===== config.mk =====
export PLATFORM = sky130hd
export DESIGN_NAME = vga_pixel_stream
export DESIGN_NICKNAME = d
export VERILOG_FILES = /design/src/rtl/vga_pkg.sv /design/src/rtl/pixel_fifo.sv /design/src/rtl/vga_pixel_stream.sv
export SDC_FILE = /design/constraint.sdc
export NUM_CORES = 1
export LEC_CHECK = 0
export ABC_AREA = 1
export ABC_CLOCK_PERIOD_IN_PS = 4200
export CORE_ASPECT_RATIO = 0.75
export CORE_MARGIN = 1
export CORE_UTILIZATION = 63
export CTS_BUF_LIST = sky130_fd_sc_hd__clkbuf_8
export CTS_CLUSTER_DIAMETER = 30
export CTS_CLUSTER_SIZE = 8
export DETAILED_ROUTE_END_ITERATION = 8
export PLACE_DENSITY_LB_ADDON = 0.15
export SLEW_MARGIN = 20
export SYNTH_ARGS = -nofsm -noshare
export SYNTH_HDL_FRONTEND = slang
export SYNTH_SLANG_ARGS = --single-unit

===== constraint.sdc =====
create_clock -name clk -period 4.2 [get_ports clk]
set_input_delay 0.84 -clock clk [delete_from_list [all_inputs] [get_ports clk]]
set_output_delay 0.84 -clock clk [all_outputs]
set_load 0.01 [all_outputs]

===== src/rtl/vga_pkg.sv =====
// Shared VGA definitions used by the pixel stream stage and the timing
// generator: default active-area geometry, the packed RGB pixel type, the
// FIFO entry layout and the stream state encoding.
package vga_pkg;

  localparam int H_ACTIVE_DEFAULT = 640;
  localparam int V_ACTIVE_DEFAULT = 480;

  typedef struct packed {
    logic [7:0] r;
    logic [7:0] g;
    logic [7:0] b;
  } rgb_t;

  // One buffered beat: start-of-frame marker plus the pixel itself.
  typedef struct packed {
    logic sof;
    rgb_t rgb;
  } pix_entry_t;

  localparam int ENTRY_W = $bits(pix_entry_t);

  typedef enum logic [1:0] {
    RESYNC = 2'd0,
    ARMED  = 2'd1,
    STREAM = 2'd2
  } stream_state_t;

endpackage


===== src/rtl/pixel_fifo.sv =====
// Synchronous FIFO for buffered pixel entries.
// Ports:
//   clk, rst    clock, asynchronous active-low reset
//   flush       synchronous clear of all entries (wins over wr_en/rd_en)
//   wr_en       write wr_data when not full
//   rd_en       pop the head entry when not empty
//   rd_data     current head entry (valid when !empty)
//   full/empty  occupancy flags
//   level       current occupancy, 0..DEPTH
// A beat written in cycle N becomes visible at the head in cycle N+1;
// there is no write-to-read bypass.
module pixel_fifo #(
  parameter int WIDTH = 25,
  parameter int DEPTH = 16,
  parameter int LW    = $clog2(DEPTH + 1)
) (
  input  logic             clk,
  input  logic             rst,
  input  logic             flush,
  input  logic             wr_en,
  input  logic [WIDTH-1:0] wr_data,
  input  logic             rd_en,
  output logic [WIDTH-1:0] rd_data,
  output logic             full,
  output logic             empty,
  output logic [LW-1:0]    level
);

  localparam int AW = $clog2(DEPTH);

  logic [WIDTH-1:0] mem [DEPTH];
  logic [AW-1:0]    wr_ptr;
  logic [AW-1:0]    rd_ptr;
  logic [LW-1:0]    count;
  logic             do_wr;
  logic             do_rd;

  assign full    = (count == LW'(DEPTH));
  assign empty   = (count == '0);
  assign level   = count;
  assign rd_data = mem[rd_ptr];

  assign do_wr = wr_en && !full && !flush;
  assign do_rd = rd_en && !empty && !flush;

  // Storage needs no reset: occupancy alone decides what is valid.
  always_ff @(posedge clk) begin
    if (do_wr) begin
      mem[wr_ptr] <= wr_data;
    end
  end

  always_ff @(posedge clk or negedge rst) begin
    if (!rst) begin
      wr_ptr <= '0;
      rd_ptr <= '0;
      count  <= '0;
    end else if (flush) begin
      wr_ptr <= '0;
      rd_ptr <= '0;
      count  <= '0;
    end else begin
      if (do_wr) begin
        wr_ptr <= wr_ptr + AW'(1);
      end
      if (do_rd) begin
        rd_ptr <= rd_ptr + AW'(1);
      end
      case ({do_wr, do_rd})
        2'b10:   count <= count + LW'(1);
        2'b01:   count <= count - LW'(1);
        default: count <= count;
      endcase
    end
  end

endmodule


===== src/rtl/vga_pixel_stream.sv =====
// Pixel streaming stage in front of the VGA DACs. Buffers renderer pixels,
// releases one per display-enable cycle and keeps the stream aligned to
// frame boundaries using start-of-frame markers.
// Ports:
//   clk, rst            pixel clock, asynchronous active-low reset
//   s_valid/s_ready     renderer handshake, s_data = {R,G,B}, s_sof marks
//                       the first pixel of a frame
//   frame_start         timing generator pulse, one cycle before first pixel
//   de                  display enable, one pixel per high cycle
//   Red/Green/Blue      registered DAC outputs, black when nothing popped
//   underflow/sync_err  sticky error flags, cleared by frame_start in ARMED
//   fifo_level          FIFO occupancy
//
// state  | meaning
// RESYNC | FIFO flushed, dropping beats until a start-of-frame beat arrives
// ARMED  | frame head buffered, waiting for frame_start
// STREAM | popping one pixel per de cycle until the frame is complete
module vga_pixel_stream
  import vga_pkg::*;
#(
  parameter int FIFO_DEPTH = 16,
  parameter int H_ACTIVE   = H_ACTIVE_DEFAULT,
  parameter int V_ACTIVE   = V_ACTIVE_DEFAULT,
  parameter int LW         = $clog2(FIFO_DEPTH + 1)
) (
  input  logic          clk,
  input  logic          rst,
  input  logic          s_valid,
  output logic          s_ready,
  input  logic [23:0]   s_data,
  input  logic          s_sof,
  input  logic          frame_start,
  input  logic          de,
  output logic [7:0]    Red,
  output logic [7:0]    Green,
  output logic [7:0]    Blue,
  output logic          underflow,
  output logic          sync_err,
  output logic [LW-1:0] fifo_level
);

  localparam int FRAME_PIX = H_ACTIVE * V_ACTIVE;
  localparam int CW        = $clog2(FRAME_PIX + 1);

  stream_state_t state;
  stream_state_t state_nxt;

  logic [CW-1:0]      pix_cnt;
  logic [ENTRY_W-1:0] fifo_rd_data;
  pix_entry_t         head;
  pix_entry_t         wr_entry;
  logic               fifo_full;
  logic               fifo_empty;
  logic               fifo_flush;
  logic               push;
  logic               pop;
  logic               ready_raw;
  logic               set_uf;
  logic               set_se;
  logic               clr_flags;
  logic               cnt_clr;
  logic               cnt_inc;
  logic               rgb_load;
  rgb_t               rgb_q;

  assign head     = fifo_rd_data;
  assign wr_entry = {s_sof, s_data};

  // Gating with rst keeps s_ready low throughout reset while still letting
  // it rise in the very first cycle after release.
  assign s_ready = rst && ready_raw;

  // In RESYNC only start-of-frame beats are kept; the rest are accepted
  // and dropped so the renderer can skip ahead to the next frame.
  assign push = s_valid && s_ready && ((state != RESYNC) || s_sof);

  // Flush on the transition into RESYNC so the state starts with an empty
  // FIFO; anything accepted in that same cycle is intentionally discarded.
  assign fifo_flush = (state_nxt == RESYNC) && (state != RESYNC);

  always_ff @(posedge clk or negedge rst) begin
    if (!rst) begin
      state <= RESYNC;
    end else begin
      state <= state_nxt;
    end
  end

  always_comb begin
    state_nxt = state;
    ready_raw = 1'b0;
    pop       = 1'b0;
    set_uf    = 1'b0;
    set_se    = 1'b0;
    clr_flags = 1'b0;
    cnt_clr   = 1'b0;
    cnt_inc   = 1'b0;
    rgb_load  = 1'b0;
    case (state)
      RESYNC: begin
        ready_raw = 1'b1;
        if (s_valid && s_sof) begin
          state_nxt = ARMED;
        end
      end
      ARMED: begin
        ready_raw = !fifo_full;
        if (frame_start) begin
          clr_flags = 1'b1;
        end
        if (!fifo_empty && !head.sof) begin
          set_se    = 1'b1;
          state_nxt = RESYNC;
        end else if (frame_start) begin
          cnt_clr   = 1'b1;
          state_nxt = STREAM;
        end
      end
      STREAM: begin
        ready_raw = !fifo_full;
        if (frame_start) begin
          set_se    = 1'b1;
          state_nxt = RESYNC;
        end else if (de) begin
          if (fifo_empty) begin
            set_uf    = 1'b1;
            state_nxt = RESYNC;
          end else begin
            pop = 1'b1;
            if (head.sof && (pix_cnt != '0)) begin
              // A new frame began early; show black rather than a pixel
              // from the wrong frame.
              set_se    = 1'b1;
              state_nxt = RESYNC;
            end else begin
              rgb_load = 1'b1;
              cnt_inc  = 1'b1;
              if (pix_cnt == CW'(FRAME_PIX - 1)) begin
                state_nxt = ARMED;
              end
            end
          end
        end
      end
      default: begin
        state_nxt = RESYNC;
      end
    endcase
  end

  always_ff @(posedge clk or negedge rst) begin
    if (!rst) begin
      pix_cnt <= '0;
    end else if (cnt_clr) begin
      pix_cnt <= '0;
    end else if (cnt_inc) begin
      pix_cnt <= pix_cnt + CW'(1);
    end
  end

  always_ff @(posedge clk or negedge rst) begin
    if (!rst) begin
      rgb_q <= '0;
    end else if (rgb_load) begin
      rgb_q <= head.rgb;
    end else begin
      rgb_q <= '0;
    end
  end

  // Setting wins over clearing so an error in the clearing cycle is kept.
  always_ff @(posedge clk or negedge rst) begin
    if (!rst) begin
      underflow <= 1'b0;
      sync_err  <= 1'b0;
    end else begin
      if (set_uf) begin
        underflow <= 1'b1;
      end else if (clr_flags) begin
        underflow <= 1'b0;
      end
      if (set_se) begin
        sync_err <= 1'b1;
      end else if (clr_flags) begin
        sync_err <= 1'b0;
      end
    end
  end

  assign Red   = rgb_q.r;
  assign Green = rgb_q.g;
  assign Blue  = rgb_q.b;

  pixel_fifo #(
    .WIDTH (ENTRY_W),
    .DEPTH (FIFO_DEPTH),
    .LW    (LW)
  ) u_fifo (
    .clk     (clk),
    .rst     (rst),
    .flush   (fifo_flush),
    .wr_en   (push),
    .wr_data (wr_entry),
    .rd_en   (pop),
    .rd_data (fifo_rd_data),
    .full    (fifo_full),
    .empty   (fifo_empty),
    .level   (fifo_level)
  );

endmodule


After elaboration in Yosys (flattened, before gate mapping)
Memories as Yosys holds them, arrays and structs flattened.
Cells that the tools add are included.
{"block": "totals", "register_bits": 60, "latchBits": 0, "ram_bits": 400, "romBits": 0, "input_bits": 30, "mem_count": 1}
{"name": "u_fifo.mem", "depth": 16, "width": 25, "rd": 1, "rd_ports_with_merged_regs": 0, "wr": 1, "line_no": "pixel_fifo.sv:31", "text": "logic [WIDTH-1:0] mem [DEPTH];"}
{"block": "op_classes", "add_sub_neg": 5, "n_mul": 0, "div": 0, "magnitude_cmp": 0, "eq_ne": 6, "shifts": 0, "muxes": 47, "bitwise": 0, "n_reduce_logical": 28}
{"op": "19-bit two-way mux", "n": 2}
{"op": "1-bit two-way mux", "n": 27}
{"op": "24-bit two-way mux", "n": 1}
{"op": "19-bit by 1-bit adder with 19-bit output (second input constant)", "n": 1}
{"op": "19-bit equality test (second input constant)", "n": 1}
{"op": "19-bit nonzero test", "n": 1}
{"op": "2-bit two-way mux", "n": 8}
{"op": "4-bit two-way mux", "n": 4}
{"op": "2-bit nonzero test", "n": 6}
{"op": "1-bit logical AND", "n": 11}
{"op": "5-bit case mux with 2 select lines", "n": 1}
{"op": "4-bit by 1-bit adder with 4-bit output (second input constant)", "n": 2}
{"op": "2-bit case mux with 3 select lines", "n": 1}
{"op": "5-bit by 1-bit adder with 5-bit output (second input constant)", "n": 1}
{"op": "5-bit equality test (second input constant)", "n": 1}
{"op": "5-bit logical NOT", "n": 1}
{"op": "5-bit two-way mux", "n": 1}
{"op": "5-bit by 1-bit subtractor with 5-bit output (second input constant)", "n": 1}
{"op": "2-bit by 1-bit equality test with 1-bit output (second input constant)", "n": 2}
{"op": "2-bit equality test (second input constant)", "n": 2}
{"op": "1-bit logical NOT", "n": 4}
{"op": "2-bit logical NOT", "n": 2}
{"op": "1-bit case mux with 2 select lines", "n": 2}
{"op": "3-bit nonzero test", "n": 1}
{"op": "other kinds (2)", "n": 2}

Depth between registers and ports, before layout
Gate-level depths: netlist (run 1).
{"block": "logic_depth", "depth_word": 14, "depth_mapped": 27, "ltp_nobuf": 26}

Hierarchy
From an unflattened synthesis (run 1), not the netlist that was laid out.
{"block": "unflattened", "cells_unflattened": 1597, "area_unflattened_um2": 19023.2}
{"module": "pixel_fifo", "n_inst": 1, "cells_each": 1284, "area_each_um2": 16560.9, "seq_area_each_um2": 12336.8}
{"module": "vga_pixel_stream", "n_inst": 1, "cells_each": 313, "area_each_um2": 2462.4, "seq_area_each_um2": 1176.1}

Worst setup path after synthesis (run 1)
Ideal clock, no wire load.
{"block": "synth_path", "path_type": "register -> register", "startpoint": "reg u_fifo.rd_ptr[0]", "endpoint": "mem u_fifo.mem[0][0], enable pin", "setup_ns": 0.407, "t_arrival_ns": 2.850, "setup_slack_ns": 0.943, "stages_incl_launch_ff": 19, "cell_sequence": "dfrtp_1 buf_4 buf_2 nand2_1 nand3_1 nand3_1 nand2_1 nand2_1 nand2_2 nand3_1 nand2_1 nand2_1 nand2_1 nand2_1 nand3_4 nand2_1 inv_1 nand2_1 nor2_1"}
{"block": "synth_via", "elab_chain_cells": 13}
{"item": "from (decl)", "line_no": "pixel_fifo.sv:33", "text": "logic [AW-1:0] rd_ptr;"}
{"item": "from (signal assigned)", "line_no": "pixel_fifo.sv:67", "text": "rd_ptr <= rd_ptr + AW'(1);"}
{"item": "memory 16 x 25 bit *"}
{"item": "1-bit logical AND", "line_no": "vga_pixel_stream.sv:130", "text": "if (head.sof && (pix_cnt != '0)) begin"}
{"item": "2-bit two-way mux", "line_no": "vga_pixel_stream.sv:130"}
{"item": "2-bit two-way mux", "line_no": "vga_pixel_stream.sv:125", "text": "if (fifo_empty) begin"}
{"item": "2-bit two-way mux", "line_no": "vga_pixel_stream.sv:124", "text": "end else if (de) begin"}
{"item": "2-bit two-way mux", "line_no": "vga_pixel_stream.sv:121", "text": "if (frame_start) begin"}
{"item": "2-bit case mux with 3 select lines *", "line_no": "vga_pixel_stream.sv:99", "text": "case (state)"}
{"item": "2-bit logical NOT *", "line_no": "vga_pixel_stream.sv:79", "text": "assign fifo_flush = (state_nxt == RESYNC) && (state != RESYNC);"}
{"item": "1-bit logical AND *", "line_no": "vga_pixel_stream.sv:79"}
{"item": "1-bit logical NOT *", "line_no": "pixel_fifo.sv:43", "text": "assign do_wr = wr_en && !full && !flush;"}
{"item": "1-bit logical AND *", "line_no": "pixel_fifo.sv:43"}
{"item": "1-bit two-way mux *", "line_no": "pixel_fifo.sv:48", "text": "if (do_wr) begin"}
{"item": "1-bit two-way mux (not written as such) *", "line_no": "pixel_fifo.sv:49", "text": "mem[wr_ptr] <= wr_data;"}
{"item": "to (decl)", "line_no": "pixel_fifo.sv:31"}
Every way passes the cells marked *; elsewhere a longest branch is shown, timed or not.

Worst setup path after layout (run 1)
{"block": "layout_path", "startpoint": "reg u_fifo.rd_ptr[0]", "endpoint": "reg u_fifo.count[4] (netlist: u_fifo.level[4])"}
{"block": "layout_via", "elab_chain_cells": 14}
{"item": "memory 16 x 25 bit *"}
{"item": "1-bit logical AND", "line_no": "vga_pixel_stream.sv:130"}
{"item": "2-bit two-way mux", "line_no": "vga_pixel_stream.sv:130"}
{"item": "2-bit two-way mux", "line_no": "vga_pixel_stream.sv:125"}
{"item": "2-bit two-way mux", "line_no": "vga_pixel_stream.sv:124"}
{"item": "2-bit two-way mux", "line_no": "vga_pixel_stream.sv:121"}
{"item": "2-bit case mux with 3 select lines *", "line_no": "vga_pixel_stream.sv:99"}
{"item": "2-bit logical NOT *", "line_no": "vga_pixel_stream.sv:79"}
{"item": "1-bit logical AND *", "line_no": "vga_pixel_stream.sv:79"}
{"item": "1-bit logical NOT", "line_no": "pixel_fifo.sv:43, pixel_fifo.sv:44"}
{"item": "1-bit logical AND, on equally long branches", "line_no": "pixel_fifo.sv:44, pixel_fifo.sv:43"}
{"item": "2-bit by 1-bit equality test with 1-bit output or 2-bit equality test (tied branches)", "line_no": "pixel_fifo.sv:69", "text": "case ({do_wr, do_rd})"}
{"item": "5-bit case mux with 2 select lines", "line_no": "pixel_fifo.sv:69"}
{"item": "5-bit two-way mux", "line_no": "pixel_fifo.sv:58", "text": "end else if (flush) begin"}
{"item": "to (signal assigned)", "line_no": "pixel_fifo.sv:70", "text": "2'b10: count <= count + LW'(1);"}
{"item": "to (signal assigned)", "line_no": "pixel_fifo.sv:71", "text": "2'b01: count <= count - LW'(1);"}
{"item": "to (signal assigned)", "line_no": "pixel_fifo.sv:72", "text": "default: count <= count;"}
{"item": "to (decl)", "line_no": "pixel_fifo.sv:34", "text": "logic [LW-1:0] count;"}
Marked as above.
A chain may end at the register's enable or synchronous reset.

==> impl_metrics.tcl, run 1 <==
set metrics [dict create \
    status "finished, final reports clean" \
    path_buf_inv 3 \
    crit_family "simple AND/OR/NAND/NOR gates" \
    detail-route-antenna-nets 0 \
    ys.flop_type "edfxtp_1" \
    synthTopCellsByCount "edfxtp_1 (400), nand2_1 (205), nor2_1 (162)" \
    power_per_cell_area_nw_per_um2 483.1 \
    wl_per_cell_um 22.44 \
    drive_above_1_share_pct 11.69 \
    rows 53 \
    cts_resized 0 \
    cpPeakStageDelay_ps 590 \
    syn_inst 1446 \
    fin_tns_setup_ps 0 \
    cts_buffer_depth 3 \
    place.gp.congestion 0.8477 \
    slowest_stage "dfrtp_4" \
    diodes 0 \
    dr_wl_met2_mm 19.14 \
    fin_nets 1585 \
    synthArstFlopShare_pct 13.04 \
    rsz0062_at_grt "no" \
    cts.hold.buffers_added 0 \
    leakage_uw 0.007636 \
    finalCoreUtilization_pct 74.76 \
    finalClockSkew_ps 43.09 \
    synth-seq-cells 460 \
    viasPerCell 6.177 \
    setup_viol 0 \
    dp_worst_setup_slack_ps 632.4 \
    crit_arrival_ps 4110 \
    initial_core_util_pct 64.91 \
    synth_area_leader_cell "edfxtp_1" \
    antenna_found_initial 0 \
    critPathKind "reg -> reg" \
    syn_nets 1491 \
    synth_edf_count 400 \
    yosys-top-cells-area "edfxtp_1 (65%), dfrtp_1 (8.1%), o21ai_0 (4.3%)" \
    worstHoldPathType "in -> async" \
    yosysTopAreaCellShare_pct 65.20 \
    dp_hpwl_mm 25.87 \
    synth-seq-area-share_pct 73.34 \
    met3_length_mm 4.915 \
    yosysWarnings 0 \
    die_h_um 150.1 \
    hold_viol_final 0 \
    drt_pass1_iterations 6 \
    first_global_vias 11730 \
    timing.fmax_ghz 0.2754 \
    end_kind "flip-flop" \
    routed_wl_mm 44.52 \
    drc_errors 0 \
    fin_crit_sh_pct 86.46 \
    setup_ws_ps 568.8 \
    cap_violations 0 \
    routed.top_layer "met4" \
    hold-worst-slack_ps 483.8 \
    cp_data_required_time_ps 4680 \
    met1_length_mm 19.40 \
    core_area_um2 28380 \
    die_w_um 199.5 \
    ys_types 43 \
    n_fill_cell 1850 \
    grt_max_degree 95 \
    cts_setup_buffers 0 \
    tightest_slew_ps 992.2 \
    overflow 0 \
    numPortBuffers 61 \
    min_period_ps 3631 \
    clock_latency_ps 620 \
    root_buffer "clkbuf_8" \
    die_area_um2 29940 \
    synth_most_common_cell "edfxtp_1" \
    crit_fanout 39 \
    tritoncts "yes" \
    grt_pass1_wl_mm 68.09 \
    path_clk_slew_ps 60 \
    cts.sinks 460 \
    cts_buffers 75 \
    syn_area_um2 18420 \
    dr.first_iter.drc_count 1383 \
    crit_top_cell "nand2_1" \
    relSlewSlack_pct 33.85 \
    startpoint_type "flip-flop" \
    htreeDepth 3 \
    area_growth_pct 15.16 \
    drv_slew 0 \
    peakVddDrop_mv 0.3640 \
    ios 62 \
    syn_avg_cell_area_um2 12.74 \
    vias 12260 \
    grt.total_usage_pct 31.15 \
]
## cell usage in the layout, fill, tap and decap left out, drive strengths merged, types with 7 or more instances in the layout
| cell | synthesis | layout |
|---|---|---|
| edfxtp | 400 | 400 |
| nand2 | 212 | 212 |
| nor2 | 167 | 167 |
| o21ai | 160 | 160 |
| a21oi | 113 | 113 |
| inv | 65 | 105 |
| clkbuf | 55 | 84 |
| clkdlybuf4s50 | 0 | 60 |
| dfrtp | 60 | 60 |
| nand3 | 36 | 36 |
| buf | 23 | 35 |
| a221oi | 34 | 34 |
| o22ai | 24 | 24 |
| ha | 14 | 14 |
| nor3 | 13 | 13 |
| a32o | 12 | 12 |
| o221a | 12 | 12 |
| o31ai | 11 | 11 |
| nand4 | 10 | 10 |
| xor2 | 7 | 7 |
## through the flow
stage / total power [uW] / cell area, um2 / instances
floorplan: 6086 / 18420 / 1446
global placement: 6525 / 19750 / 1848
detailed placement: 6561 / 19750 / 1848
CTS: 10290 / 21220 / 1984
global route: 10640 / 21220 / 1984
finish: 10250 / 21220 / 1984
## logic make-up (layout without fill, tap and decap cells)
logic type | after synthesis | in the layout | synth area share [%]
compound gates | 375 | 375 | 12.15
xor+xnor | 8 | 8 | 0.3803
fa+ha+maj | 15 | 15 | 1.059
buf+inv | 144 | 297 | 2.988
flops | 460 | 460 | 73.34
simple gates | 444 | 444 | 10.08
## registers in the layout, indices dropped and copies added, names as in the netlist, 4 cells and up
name           cells
u_fifo.level       5
u_fifo.wr_ptr      4
Red                8
pix_cnt           19
u_fifo.rd_ptr      4
Green              8
Blue               8
u_fifo.mem       400
## cell type report
class | count | area (um2) | area share, %
sequential | 460 | 13520 | 63.72
multi-input combinational | 842 | 4486 | 21.14
clock buffer | 84 | 1156 | 5.449
timing repair buffer | 95 | 1013 | 4.777
tap | 385 | 481.7 | 2.270
clock inverter | 52 | 310.3 | 1.462
inverter | 66 | 251.5 | 1.185
## metal layers
| metal | track usage [%] | up-vias |
|---|---|---|
| met5 | 0 | - |
| met4 | 10.53 | 0 |
| met3 | 7.437 | 89 |
| met2 | 44.01 | 675 |
| met1 | 47.85 | 5987 |
| li1 | - | 5504 |
## path summary, 6_finish.rpt
path / start / endpoint / slack, ps / cells after the start
max: u_fifo.rd_ptr[0]$_DFFE_PN0P_ / u_fifo.level[4]$_DFFE_PN0P_ / 570 / 25
min: rst / Blue[7]$_DFF_PN0_ / 480 / 2
max reg2reg: u_fifo.rd_ptr[0]$_DFFE_PN0P_ / u_fifo.level[4]$_DFFE_PN0P_ / 570 / 25
min reg2reg: underflow$_DFFE_PN0P_ / underflow$_DFFE_PN0P_ / 490 / 2
max in group asynchronous: rst / u_fifo.rd_ptr[0]$_DFFE_PN0P_ / 3020 / 2
min in group clk: underflow$_DFFE_PN0P_ / underflow$_DFFE_PN0P_ / 490 / 2
## power breakdown
group          internal (uW)  total (uW)  switching [uW]
clock                   2020        3760            1740
sequential              5110        5200            88.0
combinational            399        1290             894
## worst reg2reg max path, stage by stage (launching register included)
cell and delay (ps):
dfrtp_4 590, inv_4 340, nand2_1 120, nand2_1 90, nand2_1 50, nand3_1 120
nand2_1 90, nand2_1 90, nand2_2 100, nand2_1 80, nand2_1 50, nand2_1 60
nand2_1 50, nand2_1 120, nand3_4 180, nand3_4 170, inv_1 100, ha_1 340
nand2_1 60, o21ai_0 180, xor2_1 210, nand4_1 120, nand2_1 90, inv_1 40
nand2_1 50, nand2_1 40
(Power assumes the default switching activity.)
==> run 2, diff against run 1 <==
- CELL_PAD_IN_SITES_DETAIL_PLACEMENT: unset -> 1
- CELL_PAD_IN_SITES_GLOBAL_PLACEMENT: unset -> 1
- CORE_UTILIZATION: 63 -> 52
==> run 2 against run 1 <==
Hold slack worse by 28 ps. Worst setup slack worse by 55 ps. Count of clock-buffer cells in the layout rose by 10. Combinational power rose by 5%. Utilization decreased by 12 points. Via count rose by 1.5%. Critical endpoint unchanged. Highest routed layer unchanged.
==> impl_metrics.tcl, run 2 (synthesis gave the netlist of run 1 again) <==
set metrics [dict create \
    status "finished, final reports clean" \
    fin_crit_sh_pct 87.78 \
    ios 62 \
    top_regs "u_fifo.mem x400, pix_cnt x19" \
    cts.hold.buffers_added 0 \
    fin_tns_setup_ps 0 \
    pwr-share-comb_pct 12.0 \
    wl_per_cell_um 24.93 \
    p_int_uw 8293 \
    crit_arrival_ps 4230 \
    r2r_slack_ps 510 \
    drv_slew 0 \
    grt_max_degree 92 \
    detail-route-antenna-nets 0 \
    cts_resized 0 \
    die_h_um 165.0 \
    p_clk_share_pct 42.1 \
    cap_violations 0 \
    antenna_found_initial 0 \
    drt_pass1_iterations 5 \
    vias 12430 \
    cp_data_required_time_ps 4740 \
    cts_buffer_depth 3 \
    cts.sinks 460 \
    rsz0062_at_grt "no" \
    first_global_vias 13220 \
    overflow 0 \
    diodes 0 \
    finalInstanceArea_um2 21740 \
    grt.total_usage_pct 29.78 \
    min_period_ps 3687 \
    drc_errors 0 \
    cts_setup_buffers 0 \
    place.gp.congestion 0.8239 \
    area_growth_pct 18.00 \
    timing.fmax_ghz 0.2713 \
    finalClockSkew_ps 36.16 \
    cts_buffers 85 \
    hold_viol_final 0 \
    hold-worst-slack_ps 456.2 \
    tritoncts "yes" \
    swShare_pct 26.93 \
    largest_reg_flops 400 \
    dp_hpwl_mm 30.31 \
    fin_nets 1600 \
    layout_commonest_cell "edfxtp_1" \
    leakage_uw 0.007835 \
    core_area_um2 34770 \
    dp_worst_setup_slack_ps 512.7 \
    reg2regPathDepth 25 \
    numPortBuffers 61 \
    grt_pass1_wl_mm 78.87 \
    worstHoldPathType "in -> async" \
    routed_wl_mm 51.96 \
    rows 59 \
    setup_viol 0 \
    largest_register "u_fifo.mem" \
    end_kind "flip-flop" \
    relSlewSlack_pct 32.88 \
    crit_fanout 12 \
    die_w_um 219.4 \
    path_clk_slew_ps 60 \
    clock_latency_ps 670 \
    initial_core_util_pct 52.99 \
    layout_common_cells "edfxtp_1 (400), nand2_1 (205), o21ai_0 (159), nor2_1 (146), a21oi_1 (111)" \
    root_buffer "clkbuf_8" \
    critPathKind "reg -> reg" \
    seqPwrFrac_pct 45.9 \
    dr.first_iter.drc_count 1118 \
    setup_ws_ps 513.4 \
    drive_above_1_share_pct 13.64 \
    placed_area_um2 19820 \
    power_per_cell_area_nw_per_um2 522.1 \
    startpoint_type "flip-flop" \
    htreeDepth 3 \
    peakVddDrop_mv 0.3883 \
    viasPerCell 5.966 \
    die_area_um2 36190 \
    switchingPower_uw 3057 \
    tightest_slew_ps 1007 \
]
-- run 2: power by group through the flow --
stage / logic, uW / registers [uW] / clock network, uW
6_report: 1360 / 5210 / 4780
3_5_place_dp: 1350 / 5300 / 0
5_1_grt: 1480 / 5230 / 5030
3_3_place_gp: 1300 / 5290 / 0
2_1_floorplan: 823 / 5260 / 0
4_1_cts: 1360 / 5210 / 4850
-- run 2: through the flow --
stage          std cells  util [%]  power (uW)
4_1_cts             2084     62.52       11420
2_1_floorplan       1446         -        6086
6_report            2084     62.52       11350
3_3_place_gp        1925     57.00        6593
3_5_place_dp        1925     57.00        6649
5_1_grt             2084     62.52       11740
-- run 2: cell type report --
cell class                 count  area [um2]
clock buffer                  94        1294
sequential                   460       13520
inverter                      66       254.0
clock inverter                65       626.9
multi-input combinational    842        4486
timing repair buffer         100       988.4
tap                          457       571.8
fill                        3393       13030
-- run 2: worst paths after layout --
kind	start	to
worst max-delay path	u_fifo.rd_ptr[1]$_DFFE_PN0P_	u_fifo.level[4]$_DFFE_PN0P_
worst min-delay path	rst	Red[3]$_DFF_PN0_
worst max register to register	u_fifo.rd_ptr[1]$_DFFE_PN0P_	u_fifo.level[4]$_DFFE_PN0P_
worst min register to register	underflow$_DFFE_PN0P_	underflow$_DFFE_PN0P_
max in group asynchronous	rst	u_fifo.rd_ptr[0]$_DFFE_PN0P_
min in group clk	underflow$_DFFE_PN0P_	underflow$_DFFE_PN0P_
-- run 2: metal layers --
layer / vias to the layer above / global-route usage [%] / part of all wire, %
met5: - / 0 / 0
met4: 0 / 11.77 / 3.0
met3: 113 / 6.317 / 5.4
met2: 390 / 48.84 / 49
met1: 6380 / 38.99 / 43
li1: 5550 / - / -
-- run 2: worst max-delay path, cell delays in order (launching register included) --
cell and delay, ps:
dfrtp_2 500, nand2_2 250, clkinv_2 230, nand2_1 120, nor2_1 50, nor2_1 120, nand2_1 80, nand2_1 80
nand2_2 100, nand2_1 80, nand2_1 50, nand2_1 60, nand2_1 50, nand2_1 120, nand3_4 160, nand3_4 160
inv_1 100, ha_1 340, nand2_1 80, o21ai_0 210, xor2_1 220, nand4_1 130, nand2_1 110, inv_1 50
nand2_1 70, nand2_1 50
